--- src/rtl/mmio_spi_core.sv ---
// MMIO slot SPI master: one 8-bit full-duplex transfer per start write,
// SPI modes 0-3, programmable SCLK divider, software-driven slave selects.
module mmio_spi_core #(
    parameter int          S        = 1,
    parameter logic [15:0] DVSR_RST = 16'd49
) (
    input  logic          clk,
    input  logic          reset,
    input  logic          cs,
    input  logic          read,
    input  logic          write,
    input  logic [4:0]    addr,
    input  logic [31:0]   wr_data,
    output logic [31:0]   rd_data,
    output logic          spi_sclk,
    output logic          spi_mosi,
    input  logic          spi_miso,
    output logic [S-1:0]  spi_ss_n
);

    typedef enum logic [1:0] {IDLE, CPHA_DLY, P0, P1} state_t;

    state_t         state_reg;
    logic [S-1:0]   ss_n_reg;
    logic [15:0]    dvsr_reg;
    logic           cpol_reg;
    logic           cpha_reg;
    logic [7:0]     tx_reg;
    logic [7:0]     rx_shift_reg;
    logic [7:0]     rx_data_reg;
    logic [15:0]    cnt_reg;
    logic [2:0]     n_reg;
    logic           sclk_reg;

    logic wr_en, ready, start, cfg_wr, cnt_done;
    logic unused_ok;

    assign wr_en    = cs & write;
    assign ready    = (state_reg == IDLE);
    assign start    = wr_en && (addr == 5'd2) && ready;
    assign cfg_wr   = wr_en && (addr == 5'd3) && ready;
    assign cnt_done = (cnt_reg == dvsr_reg);

    // The read strobe has no side effects and the upper write bits are unmapped.
    assign unused_ok = ^{read, wr_data[31:18]};

    // SCLK level for a given state; registered on every state change so the
    // output pin never glitches.
    function automatic logic sclk_for(state_t s, logic pol, logic pha);
        return pol ^ (((s == P1) & ~pha) | ((s == P0) & pha));
    endfunction

    always_ff @(posedge clk) begin
        if (reset) begin
            state_reg    <= IDLE;
            ss_n_reg     <= '1;
            dvsr_reg     <= DVSR_RST;
            cpol_reg     <= 1'b0;
            cpha_reg     <= 1'b0;
            tx_reg       <= 8'h00;
            rx_shift_reg <= 8'h00;
            rx_data_reg  <= 8'h00;
            cnt_reg      <= 16'd0;
            n_reg        <= 3'd0;
            sclk_reg     <= 1'b0;
        end else begin
            if (wr_en && (addr == 5'd1))
                ss_n_reg <= wr_data[S-1:0];
            if (cfg_wr) begin
                dvsr_reg <= wr_data[15:0];
                cpol_reg <= wr_data[16];
                cpha_reg <= wr_data[17];
            end
            case (state_reg)
                IDLE: begin
                    if (start) begin
                        tx_reg  <= wr_data[7:0];
                        cnt_reg <= 16'd0;
                        n_reg   <= 3'd0;
                        if (cpha_reg) begin
                            state_reg <= CPHA_DLY;
                            sclk_reg  <= sclk_for(CPHA_DLY, cpol_reg, cpha_reg);
                        end else begin
                            state_reg <= P0;
                            sclk_reg  <= sclk_for(P0, cpol_reg, cpha_reg);
                        end
                    end else if (cfg_wr) begin
                        sclk_reg <= wr_data[16];
                    end else begin
                        sclk_reg <= cpol_reg;
                    end
                end
                CPHA_DLY: begin
                    if (cnt_done) begin
                        state_reg <= P0;
                        cnt_reg   <= 16'd0;
                        sclk_reg  <= sclk_for(P0, cpol_reg, cpha_reg);
                    end else begin
                        cnt_reg <= cnt_reg + 16'd1;
                    end
                end
                P0: begin
                    if (cnt_done) begin
                        rx_shift_reg <= {rx_shift_reg[6:0], spi_miso};
                        state_reg    <= P1;
                        cnt_reg      <= 16'd0;
                        sclk_reg     <= sclk_for(P1, cpol_reg, cpha_reg);
                    end else begin
                        cnt_reg <= cnt_reg + 16'd1;
                    end
                end
                default: begin // P1
                    if (cnt_done) begin
                        cnt_reg <= 16'd0;
                        if (n_reg == 3'd7) begin
                            state_reg   <= IDLE;
                            rx_data_reg <= rx_shift_reg;
                            sclk_reg    <= cpol_reg;
                        end else begin
                            tx_reg    <= {tx_reg[6:0], 1'b0};
                            n_reg     <= n_reg + 3'd1;
                            state_reg <= P0;
                            sclk_reg  <= sclk_for(P0, cpol_reg, cpha_reg);
                        end
                    end else begin
                        cnt_reg <= cnt_reg + 16'd1;
                    end
                end
            endcase
        end
    end

    assign spi_sclk = sclk_reg;
    assign spi_mosi = (state_reg != IDLE) & tx_reg[7];
    assign spi_ss_n = ss_n_reg;

    always_comb begin
        rd_data = 32'h0;
        if (addr == 5'd0)
            rd_data = {23'b0, ready, rx_data_reg};
    end

endmodule

--- config.mk ---
export PLATFORM = sky130hd
export DESIGN_NAME = mmio_spi_core
export DESIGN_NICKNAME = d
export VERILOG_FILES = /design/src/rtl/mmio_spi_core.sv
export SDC_FILE = /design/constraint.sdc
export NUM_CORES = 1
export LEC_CHECK = 0
export CAP_MARGIN = 15
export CORE_MARGIN = 3
export CORE_UTILIZATION = 50
export DETAILED_ROUTE_END_ITERATION = 10
export MAX_ROUTING_LAYER = met4
export PLACE_DENSITY = 0.79
export SLEW_MARGIN = 30
export SYNTH_ARGS = -nofsm -noshare
export SYNTH_HDL_FRONTEND = slang
export SYNTH_SLANG_ARGS = --single-unit
--- constraint.sdc ---
create_clock -name clk -period 6.45 [get_ports clk]
set_input_delay 1.6125 -clock clk [delete_from_list [all_inputs] [get_ports clk]]
set_output_delay 1.6125 -clock clk [all_outputs]
set_load 0.1 [all_outputs]
==> qor.yml <==
status: "finished, final reports clean"
tritoncts.num_buffers: 9
grt_overflow: 0
globalplace.congestion: 0.8592
layout_commonest_cell: "dfxtp_1"
wl_per_cell_um: 14.02
cts.htree.levels: 3
drc: 0
synth.top_cell.area_share_pct: 35.68
crit_chain: "clkdlybuf4s50_1, or3_1, nor3_1, and2_1, buf_4"
skew_ns: 0.004225
start_util_pct: 52.52
grt_start_max_net_pins: 74
pwr_density_cell_nw_per_um2: 222.0
crit_cells: 5
place_hpwl_mm: 5.501
cts_sinks: 65
post-synth-top-area-cell: "dfxtp_1"
vias_per_cell: 5.597
cp-end-kind: "primary output"
path_class: "in2out"
fillers: 622
slew_headroom_pct: 34.96
post_cts_resized: 0
grt_pass1_wl_mm: 13.61
drtIter0Drc: 235
fp-row-count: 30
slew_violations: 0
tns_ns: 0
wirelength_mm: 8.031
synth_area_leaders: "dfxtp_1 36%, nand2_1 6.2%, a21oi_1 5.9%"
setup_viol: 0
dieArea_um2: 8355
first_pass_iters: 5
cts_tree: "built"
cp_slowest_stage_delay_ns: 0.61
tightest_slew_ns: 0.9726
r2r_cells: 5
clk_path_buf_depth: 2
ys_seq_area_share_pct: 35.68
crit_family: "simple AND/OR/NAND/NOR gates"
start_kind: "input port"
rsz0062_at_grt: "false"
period_minus_slack_ns: 5.174
max-vdd-ir-drop_uv: 98.85
holdPathStages: 2
core_region_area_um2: 6944
die_height_um: 91.41
cts_setup_buffers: 0
synthCells: 450
design_area_um2: 4129
synth_warnings: 0
cts_hold_buf: 0
ys.flop_type: "dfxtp_1"
async_flop_share_pct: 0
clk_latency_ns: 0.35
syn-cell-area_um2: 3647
port_buffers: 39
placed_area_um2: 3934
clk_pin_slew_worst_paths_ns: 0.07
maxCapViolations: 0
finalCritPeriodShare_pct: 80.21
worstPathRequired_ns: 4.84
fin_nets: 525
antenna_found_initial: 0
syn_avg_cell_area_um2: 8.105
grt_pass1_vias: 2958
crit_arrival_ns: 3.56
vias: 3207
cts_root_buf: "clkbuf_8"
fmax_mhz: 193.3
finalPower_mw: 0.9167
area_growth_pct: 13.21
synth_cell_types: 51
worst_path_max_delay_cell: "nor3_1"
drive_gt1_share_pct: 9.644
hold_class: "reg2reg"
synth_edf_count: 0
die_x_um: 91.41
synth_seq_cells: 65
critical_path_buf_inv_count: 2
cp_max_fo: 8
final_antenna_net_count: 0
pin_count: 78
p_leak_nw: 1.524
grt_use_total_pct: 20.34
finalHoldViolCount: 0
antenna_cells: 0
final_cell_mix: "65 x dfxtp_1, 60 x nand2_1, 43 x a21oi_1"
-- metal layers --
metal  share of wire, %  vias up  track usage, %
li1                   -     1603               -
met1                 44     1511           25.96
met2                 49       81           30.74
met3                4.6       12           3.645
met4                2.1        0           10.43
met5                  0        -               -
-- power breakdown --
part | total, mW | switching, mW | internal [mW]
clock | 0.348 | 0.162 | 0.186
combinational | 0.158 | 0.119 | 0.0395
sequential | 0.410 | 0.00511 | 0.405
-- final timing paths --
check	from	endpoint	slack, ns
hold reg to reg	tx_reg[0]	tx_reg[0]	0.47
hold / removal	tx_reg[0]	tx_reg[0]	0.47
setup / recovery	addr[3]	rd_data[1]	1.28
setup reg to reg	cnt_reg[5]	n_reg[0]	3.91
-- cell usage after synthesis, types with 4 or more instances --
master,instances
o41ai_1,5
nor2_1,8
a22oi_1,7
nand3b_1,5
inv_1,7
mux2_2,4
buf_4,23
xor2_1,18
nand2b_1,6
and2_1,9
dfxtp_1,65
clkbuf_1,22
nand3_1,21
and4_1,5
and3_1,4
nand2_1,60
or3_1,4
a31oi_1,8
nand4_1,4
a21oi_1,43
o21ai_0,34
ha_1,10
buf_2,7
nor3b_1,5
nor2b_1,9
or4_1,10
nor3_1,4
nor4_1,6
-- logic make-up (layout without fill, tap and decap cells) --
logic type | Yosys count | count (layout) | synth area share (%)
DFF | 65 | 65 | 35.68
other | 1 | 23 | 0.1028
buffers and inverters | 63 | 68 | 9.503
adders and majority gates | 10 | 10 | 3.431
xor gates and xnor gates | 21 | 21 | 5.043
and+or+nand+nor | 171 | 171 | 25.90
AOI/OAI and AO/OA | 112 | 112 | 18.29
muxes | 7 | 7 | 2.058
-- cell type report --
class	instances	area, µm²	share of cell area, %
multi-input combinational	344	2082	50.42
sequential	65	1301	31.52
clock inverter	6	57.56	1.394
tap	96	120.1	2.909
clock buffer	10	137.6	3.333
timing repair buffer	44	400.4	9.697
inverter	8	30.03	0.7273
-- metrics by stage --
step | utilization, % | worst slack (ns) | hold slack (ns) | cells
floorplan | - | 0.01537 | 0.4403 | 472
global placement | 56.65 | 1.329 | 0.4486 | 557
detailed placement | 56.65 | 1.256 | 0.4544 | 557
CTS | 59.46 | 1.256 | 0.4660 | 573
global route | 59.46 | 1.122 | 0.4887 | 573
finish | 59.46 | 1.276 | 0.4663 | 573
-- worst register-to-register path, stage by stage, from the launching register on --
cell and delay (ns):
dfxtp_1 0.51, xor2_1 0.13, nor4_2 0.29, nand4_1 0.56
nor3_2 0.55, mux2_2 0.39
Note: power is estimated with default switching activity, not from simulation.
